<file path="src/rtl/id_stage_pkg.sv">
// Shared decode constants for the ID stage: mode, opcode, ALU command,
// condition codes and status-register bit positions.
package id_stage_pkg;

  localparam logic [1:0] MODE_DP  = 2'b00;
  localparam logic [1:0] MODE_MEM = 2'b01;
  localparam logic [1:0] MODE_BR  = 2'b10;

  localparam logic [3:0] OP_MOV = 4'b1101;
  localparam logic [3:0] OP_MVN = 4'b1111;
  localparam logic [3:0] OP_ADD = 4'b0100;
  localparam logic [3:0] OP_ADC = 4'b0101;
  localparam logic [3:0] OP_SUB = 4'b0010;
  localparam logic [3:0] OP_SBC = 4'b0110;
  localparam logic [3:0] OP_AND = 4'b0000;
  localparam logic [3:0] OP_ORR = 4'b1100;
  localparam logic [3:0] OP_EOR = 4'b0001;
  localparam logic [3:0] OP_CMP = 4'b1010;
  localparam logic [3:0] OP_TST = 4'b1000;

  localparam logic [3:0] EXE_NOP = 4'b0000;
  localparam logic [3:0] EXE_MOV = 4'b0001;
  localparam logic [3:0] EXE_ADD = 4'b0010;
  localparam logic [3:0] EXE_ADC = 4'b0011;
  localparam logic [3:0] EXE_SUB = 4'b0100;
  localparam logic [3:0] EXE_SBC = 4'b0101;
  localparam logic [3:0] EXE_AND = 4'b0110;
  localparam logic [3:0] EXE_ORR = 4'b0111;
  localparam logic [3:0] EXE_EOR = 4'b1000;
  localparam logic [3:0] EXE_MVN = 4'b1001;

  localparam logic [3:0] COND_EQ = 4'b0000;
  localparam logic [3:0] COND_NE = 4'b0001;
  localparam logic [3:0] COND_CS = 4'b0010;
  localparam logic [3:0] COND_CC = 4'b0011;
  localparam logic [3:0] COND_MI = 4'b0100;
  localparam logic [3:0] COND_PL = 4'b0101;
  localparam logic [3:0] COND_VS = 4'b0110;
  localparam logic [3:0] COND_VC = 4'b0111;
  localparam logic [3:0] COND_HI = 4'b1000;
  localparam logic [3:0] COND_LS = 4'b1001;
  localparam logic [3:0] COND_GE = 4'b1010;
  localparam logic [3:0] COND_LT = 4'b1011;
  localparam logic [3:0] COND_GT = 4'b1100;
  localparam logic [3:0] COND_LE = 4'b1101;
  localparam logic [3:0] COND_AL = 4'b1110;
  localparam logic [3:0] COND_NV = 4'b1111;

  localparam int SR_N = 3;
  localparam int SR_Z = 2;
  localparam int SR_C = 1;
  localparam int SR_V = 0;

  localparam logic [3:0] REG_PC = 4'hF;

endpackage

</file>
<file path="src/rtl/register_file.sv">
// Architectural register file R0-R14: two async read ports, one write port
// on the falling edge so a same-cycle writeback reaches the decode read.
module register_file
  import id_stage_pkg::*;
(
  input  logic        clk,
  input  logic        rst,
  input  logic [3:0]  rd_addr1_i,
  input  logic [3:0]  rd_addr2_i,
  output logic [31:0] rd_data1_o,
  output logic [31:0] rd_data2_o,
  input  logic        wr_en_i,
  input  logic [3:0]  wr_addr_i,
  input  logic [31:0] wr_data_i
);

  logic [31:0] regs_q [15];

  always_ff @(negedge clk or posedge rst) begin
    if (rst) begin
      for (int i = 0; i < 15; i++) begin
        regs_q[i] <= '0;
      end
    end else if (wr_en_i && (wr_addr_i != REG_PC)) begin
      regs_q[wr_addr_i] <= wr_data_i;
    end
  end

  // Index 15 has no storage behind it and always reads as zero.
  assign rd_data1_o = (rd_addr1_i == REG_PC) ? 32'd0 : regs_q[rd_addr1_i];
  assign rd_data2_o = (rd_addr2_i == REG_PC) ? 32'd0 : regs_q[rd_addr2_i];

endmodule

</file>
<file path="src/rtl/id_stage.sv">
// ARM instruction-decode stage: IF/ID register with freeze/flush, operand
// read, condition-gated control decode and hazard source export.
module id_stage
  import id_stage_pkg::*;
(
  input  logic        clk,
  input  logic        rst,
  input  logic        freeze,
  input  logic        flush,
  input  logic [31:0] if_pc,
  input  logic [31:0] if_instruction,
  input  logic [3:0]  sr,
  input  logic        wb_en,
  input  logic [3:0]  wb_dest,
  input  logic [31:0] wb_value,
  output logic [31:0] pc,
  output logic [31:0] val_rn,
  output logic [31:0] val_rm,
  output logic [3:0]  exe_cmd,
  output logic        mem_r_en,
  output logic        mem_w_en,
  output logic        wb_en_out,
  output logic        b,
  output logic        s,
  output logic        imm,
  output logic [11:0] shift_operand,
  output logic [23:0] signed_imm24,
  output logic [3:0]  dest,
  output logic [3:0]  src1,
  output logic [3:0]  src2,
  output logic        two_src,
  output logic        valid
);

  logic [31:0] pc_q, pc_d;
  logic [31:0] instr_q, instr_d;
  logic        valid_q, valid_d;

  always_comb begin
    pc_d    = pc_q;
    instr_d = instr_q;
    valid_d = valid_q;
    if (flush) begin
      pc_d    = '0;
      instr_d = '0;
      valid_d = 1'b0;
    end else if (!freeze) begin
      pc_d    = if_pc;
      instr_d = if_instruction;
      valid_d = 1'b1;
    end
  end

  always_ff @(posedge clk or posedge rst) begin
    if (rst) begin
      pc_q    <= '0;
      instr_q <= '0;
      valid_q <= 1'b0;
    end else begin
      pc_q    <= pc_d;
      instr_q <= instr_d;
      valid_q <= valid_d;
    end
  end

  logic [3:0] cond;
  logic [1:0] mode;
  logic       i_bit;
  logic [3:0] opcode;
  logic       s_bit;
  logic [3:0] rn, rd, rm;
  logic       is_store;

  assign cond     = instr_q[31:28];
  assign mode     = instr_q[27:26];
  assign i_bit    = instr_q[25];
  assign opcode   = instr_q[24:21];
  assign s_bit    = instr_q[20];
  assign rn       = instr_q[19:16];
  assign rd       = instr_q[15:12];
  assign rm       = instr_q[3:0];
  assign is_store = (mode == MODE_MEM) && !s_bit;

  logic cond_ok;

  always_comb begin
    cond_ok = 1'b0;
    case (cond)
      COND_EQ: cond_ok = sr[SR_Z];
      COND_NE: cond_ok = !sr[SR_Z];
      COND_CS: cond_ok = sr[SR_C];
      COND_CC: cond_ok = !sr[SR_C];
      COND_MI: cond_ok = sr[SR_N];
      COND_PL: cond_ok = !sr[SR_N];
      COND_VS: cond_ok = sr[SR_V];
      COND_VC: cond_ok = !sr[SR_V];
      COND_HI: cond_ok = sr[SR_C] && !sr[SR_Z];
      COND_LS: cond_ok = !sr[SR_C] || sr[SR_Z];
      COND_GE: cond_ok = (sr[SR_N] == sr[SR_V]);
      COND_LT: cond_ok = (sr[SR_N] != sr[SR_V]);
      COND_GT: cond_ok = !sr[SR_Z] && (sr[SR_N] == sr[SR_V]);
      COND_LE: cond_ok = sr[SR_Z] || (sr[SR_N] != sr[SR_V]);
      COND_AL: cond_ok = 1'b1;
      COND_NV: cond_ok = 1'b0;
      default: cond_ok = 1'b0;
    endcase
  end

  logic [3:0] cmd_raw;
  logic       wb_raw, mr_raw, mw_raw, b_raw, s_raw;

  always_comb begin
    cmd_raw = EXE_NOP;
    wb_raw  = 1'b0;
    mr_raw  = 1'b0;
    mw_raw  = 1'b0;
    b_raw   = 1'b0;
    s_raw   = 1'b0;
    case (mode)
      MODE_DP: begin
        s_raw = s_bit;
        case (opcode)
          OP_MOV: begin cmd_raw = EXE_MOV; wb_raw = 1'b1; end
          OP_MVN: begin cmd_raw = EXE_MVN; wb_raw = 1'b1; end
          OP_ADD: begin cmd_raw = EXE_ADD; wb_raw = 1'b1; end
          OP_ADC: begin cmd_raw = EXE_ADC; wb_raw = 1'b1; end
          OP_SUB: begin cmd_raw = EXE_SUB; wb_raw = 1'b1; end
          OP_SBC: begin cmd_raw = EXE_SBC; wb_raw = 1'b1; end
          OP_AND: begin cmd_raw = EXE_AND; wb_raw = 1'b1; end
          OP_ORR: begin cmd_raw = EXE_ORR; wb_raw = 1'b1; end
          OP_EOR: begin cmd_raw = EXE_EOR; wb_raw = 1'b1; end
          OP_CMP: cmd_raw = EXE_SUB;
          OP_TST: cmd_raw = EXE_AND;
          default: s_raw = 1'b0;
        endcase
      end
      MODE_MEM: begin
        cmd_raw = EXE_ADD;
        if (s_bit) begin
          mr_raw = 1'b1;
          wb_raw = 1'b1;
        end else begin
          mw_raw = 1'b1;
        end
      end
      MODE_BR: b_raw = 1'b1;
      default: ;
    endcase
  end

  logic bubble;
  assign bubble = freeze || !valid_q || !cond_ok;

  assign exe_cmd   = bubble ? EXE_NOP : cmd_raw;
  assign mem_r_en  = !bubble && mr_raw;
  assign mem_w_en  = !bubble && mw_raw;
  assign wb_en_out = !bubble && wb_raw;
  assign b         = !bubble && b_raw;
  assign s         = !bubble && s_raw;

  // Store selection for src2 uses the raw decode so hazard sources are not
  // disturbed by the bubble; two_src is qualified by valid so reset/flush read 0.
  assign src2          = is_store ? rd : rm;
  assign src1          = rn;
  assign dest          = rd;
  assign imm           = i_bit;
  assign two_src       = valid_q && (!i_bit || is_store);
  assign shift_operand = instr_q[11:0];
  assign signed_imm24  = instr_q[23:0];
  assign pc            = pc_q;
  assign valid         = valid_q;

  register_file u_register_file (
    .clk        (clk),
    .rst        (rst),
    .rd_addr1_i (rn),
    .rd_addr2_i (src2),
    .rd_data1_o (val_rn),
    .rd_data2_o (val_rm),
    .wr_en_i    (wb_en),
    .wr_addr_i  (wb_dest),
    .wr_data_i  (wb_value)
  );

endmodule
</file>
<file path="config.mk">
export PLATFORM = sky130hd
export DESIGN_NAME = id_stage
export DESIGN_NICKNAME = d
export VERILOG_FILES = /design/src/rtl/id_stage_pkg.sv /design/src/rtl/register_file.sv /design/src/rtl/id_stage.sv
export SDC_FILE = /design/constraint.sdc
export NUM_CORES = 1
export LEC_CHECK = 0
export CAP_MARGIN = 10
export CORE_AREA = 4 4 248 250
export CTS_BUF_LIST = sky130_fd_sc_hd__clkbuf_8
export DETAILED_ROUTE_END_ITERATION = 16
export DIE_AREA = 0 0 252 254
export PLACE_DENSITY = 0.72
export SLEW_MARGIN = 20
export SYNTH_ARGS = -nofsm -noshare
export SYNTH_HDL_FRONTEND = slang
export SYNTH_SLANG_ARGS = --single-unit
</file>
<file path="constraint.sdc">
create_clock -name clk -period 31.1 [get_ports clk]
set_input_delay 6.22 -clock clk [delete_from_list [all_inputs] [get_ports clk]]
set_output_delay 6.22 -clock clk [all_outputs]
set_load 0.1 [all_outputs]
</file>
# Word level (Yosys, flattened, before mapping)
# Index checks and enable logic that the tools add are counted.
[word_totals]
inputBits = 109
rom_bits = 0
latchBits = 0
word_cells = 121
memories = 0
out_inout_bits = 156
register_bits = 545
mem_bits_rw = 0
[classes]
mul = 0
n_mux = 31
n_lt_le_gt_ge = 4
bitwise_logic = 3
eq_ne = 33
n_shift = 0
div_mod_pow = 0
addsub = 0
reduce_logical = 32
[ops]
columns = ["operator", "n"]
rows = [
  ["bitwise mux 480 bit", 1],
  ["two-way mux 32 bit", 11],
  ["binary-select mux 32 bit (select 4 bit)", 2],
  ["demux 32 bit (select 4 bit)", 1],
  ["== test 4 bit (second input constant)", 15],
  ["one-hot mux 4 bit (9 select lines)", 1],
  ["== test 4 x 3 -> 1 bit (second input constant)", 7],
  ["one-hot mux 1 bit (16 select lines)", 1],
  [">= comparator 5 bit (second input constant)", 3],
  ["inverter 4 -> 5 bit", 3],
  ["== test 4 x 2 -> 1 bit (second input constant)", 3],
  ["logical AND 1 bit", 11],
  ["OR reduction 11 bit", 1],
  ["two-way mux 1 bit", 10],
  ["logical NOT 1 bit", 9],
  ["OR reduction 9 bit", 1],
  ["== test 4 x 1 -> 1 bit (second input constant)", 2],
  ["logical NOT 4 bit", 2],
  ["two-way mux 4 bit", 2],
  ["one-hot mux 4 bit (2 select lines)", 1],
  ["logical OR 1 bit", 5],
  ["< comparator 5 x 1 -> 1 bit (second input constant)", 1],
  ["!= test 4 bit (second input constant)", 1],
  ["OR reduction 2 bit", 2],
  ["7 further kinds", 7],
]

# Logic depth before layout (Yosys ltp)
[depth]
depth_word = 8
mapped_depth = 11
mapped_depth_nobuf = 6

# By module
# From an unflattened synthesis, not the netlist that was laid out.
[unflattened]
hier_cells = 2183
area_unflattened_um2 = 29196.8
[by_module_without_submodules]
columns = ["module", "cells_each", "seq_area_each_um2", "area_each_um2", "n_inst"]
rows = [
  ["register_file", 1858, 12011.5, 25727.2, 1],
  ["id_stage", 325, 1626.6, 3469.6, 1],
]

==> results.md <==
- Congestion Overflow GR: 0
- Arr. time, crit path: 18.95 ns
- Post-synth top area share: 0.4100
- Die X: between 200 and 300 um
- CTS Root Buffer Type: clkbuf_8
- Hold_buf cts: 0
- Final ANT Viol Nets: 0
- Post-synth EDFFs: 0
- Fillers: 4,769
- Via density: roughly 6.4
- Port Buffers: 264
- Top cells by area, synth: dfrtn_1 (41%), mux2_2 (21%), mux2i_1 (7.2%)
- CTS Buf Count: 93
- Yosys top cell by area: dfrtn_1
- CTS resizes: 0
- Die area: 64,010 sq um
- Distinct cells, synth: 48
- Critical Path RT: ~25 ns
- Post-synthesis register bit count: 545
- Worst path slowest cell: clkdlybuf4s50_1
- Vias: between 20,000 and 25,000
- PwrDens: 70.40 nW/um^2
- Status: finished, final reports clean
- Initial DRC Count: between 2,000 and 2,500
- GP Congestion: around 0.81
- Final hold viol count: 0
- HP Class: flip-flop to flip-flop
- Top Metal Used: met5
- Design Power: 2.409 mW
- DR pass1 iterations: 8
- TritonCTS clock tree: yes
- Met2 WL: 41.93 mm
- CTS Sinks: 545
- Synth Cell Area: 29,290 sq um
- Dpl hpwl: roughly 52 mm
- Synthesized Nets: 2,520
- Synth Warn #: 0
- Max-slew violations: 0
- Starting density of the core: 0.4963
- Final setup vio count: 0
- Max VDD drop: 40.86 uV
- Initial antenna violation count: 4
- Crit start category: flip-flop
- Worst-path clk slew: 0.05 ns
- Layout area overhead: 16.81%
- Die Span Y: 254 um
- Clk_skew: 0 ns
- Setup TNS: 0 ns
- Met1 wire length: 36.97 mm
- H-Tree Depth: 3
- Vias in the first global route: 22,243
- Post-CTS Setup Bufs: 0
- Max incr delay on CP: 1.28 ns
- Least-Margin Pin Slew: between 1 and 1.5 ns
- Fin nets: 2,653
- Core Area: 59,020 sq um
- Ys async rst share: 1.000
- Crit Path Max Fanout: 3
- Ys flop type: dfrtn_1
- Share of cells above drive strength 1: 0.3233
- Commonest non-fill, non-tap cell in the layout: mux2_2
- WL/cell: 26.30 um
- Synthesized instance count: 2,411
- WL final: between 80 and 90 mm
- Clk buf depth: 3
- Leakage Power: 14.40 nW
- Endpoint class of the critical path: output pin
- Most frequent cells in the layout: mux2_2 (552), dfrtn_1 (480), clkdlybuf4s50_1 (262)
- First-pass GRT wire length: 134.7 mm
- Relative slew margins: 0.1759
- Top-Level Pins: 265
- All-Layer GR Usage: 0.2714
- # rows: ~90
- Critical path class: flip-flop to output pin
- Pin count of the biggest net entering global routing: 185
- Avg Inst Size Synth: ~12 sq um
- Cell Chain, Critical Path: mux2_2 > o22ai_1 > nor2_1 > a21oi_1 > o21ai_0 > clkdlybuf4s50_1
- Util after Layout: 0.5798
- Residual DRC: 0
- Clk_lat worst skew: slightly below 0.7 ns
- Met3 routed WL: 7.286 mm
- Max-cap violations: 0
- RSZ-0062 raised after global routing: false
- Sequential fraction of the synthesis area: 0.4656
Yosys cell counts, types with 23 or more instances:
library cell and n:
mux2_2 552, dfrtn_1 480, mux2i_1 212, clkbuf_1 155, nand2_1 120, nor2_1 115
o21ai_0 93, a211oi_1 77, mux4_2 69, dfrtp_1 65, a21oi_1 60, o22ai_1 53
buf_4 47, inv_1 42, buf_2 37, buf_1 34, a221o_1 32, a22oi_1 30
a221oi_1 23, a32oi_1 23, o311a_1 23
cell type report:
cell class | instances | area, sq um | share of cell area
clock buffers | 120 | 1652 | 0.04827
diodes | 3 | 7.507 | 0.0002194
multi-input cells | 1548 | 14390 | 0.4207
flip-flops and latches | 545 | 13650 | 0.3989
inverters | 45 | 180.2 | 0.005266
clock inverters | 54 | 332.8 | 0.009727
well taps | 773 | 967.2 | 0.02827
repair buffers | 311 | 3035 | 0.08871
metal layers:
metal / global-route usage / vias to the layer above
met1: 0.3666 / 11223
met4: 0.1100 / 2
met2: 0.4291 / 1048
li1: - / 9223
met5: 0 / -
met3: 0.06028 / 230
critical path, delay by kind of cell, from the launching register on:
family                 cells  cell delay, ns
buffers and inverters      1            1.28
AO/OA/AOI/OAI              3            0.71
flip-flops                 1            0.44
AND/OR/NAND/NOR            1            0.17
multiplexers               1            0.16
logic make-up after synthesis:
family          share of synthesized area
simple gates                      0.03857
xor+xnor                         0.001495
compound gates                     0.1029
buf+inv                           0.04835
flops                              0.4656
mux                                0.3431
sequential cells by signal (all words and copies together), names as in the netlist:
register,cells
instr_q,32
pc,32
u_register_file.regs_q,480
valid,1
worst paths after layout:
check / from / endpoint / slack (ns) / depth (start not counted)
hold reg to reg: u_register_file.regs_q[338]$_DFFE_NP0P_ / u_register_file.regs_q[338]$_DFFE_NP0P_ / 0.47 / 1
setup / recovery: u_register_file.regs_q[305]$_DFFE_NP0P_ / val_rn[17] / 5.93 / 6
hold / removal: u_register_file.regs_q[338]$_DFFE_NP0P_ / u_register_file.regs_q[338]$_DFFE_NP0P_ / 0.47 / 1
min in group asynchronous: rst / instr_q[22]$_DFFE_PP0P_ / 6.12 / 3
setup reg to reg: instr_q[16]$_DFFE_PP0P_ / instr_q[16]$_DFFE_PP0P_ / 29.25 / 3
max in group asynchronous: rst / u_register_file.regs_q[174]$_DFFE_NP0P_ / 6.98 / 6
report_power, final:
group | total [mW] | internal [mW] | switching [mW]
Combinational | 0.738 | 0.300 | 0.438
Clock | 0.677 | 0.373 | 0.304
Sequential | 0.994 | 0.875 | 0.119
Total | 2.41 | 1.55 | 0.861
through the flow:
stage,setup WS [ns],std cells,cell area [sq um],hold slack [ns]
6_report,5.932,3399,34220,0.4750
5_1_grt,5.888,3399,34220,0.4844
4_1_cts,6.024,3395,34170,0.4740
3_5_place_dp,6.365,3221,32190,0.4741
3_3_place_gp,6.418,3221,32190,0.4634
2_1_floorplan,2.153,2411,29300,0.4544
(Power assumes the default switching activity.)
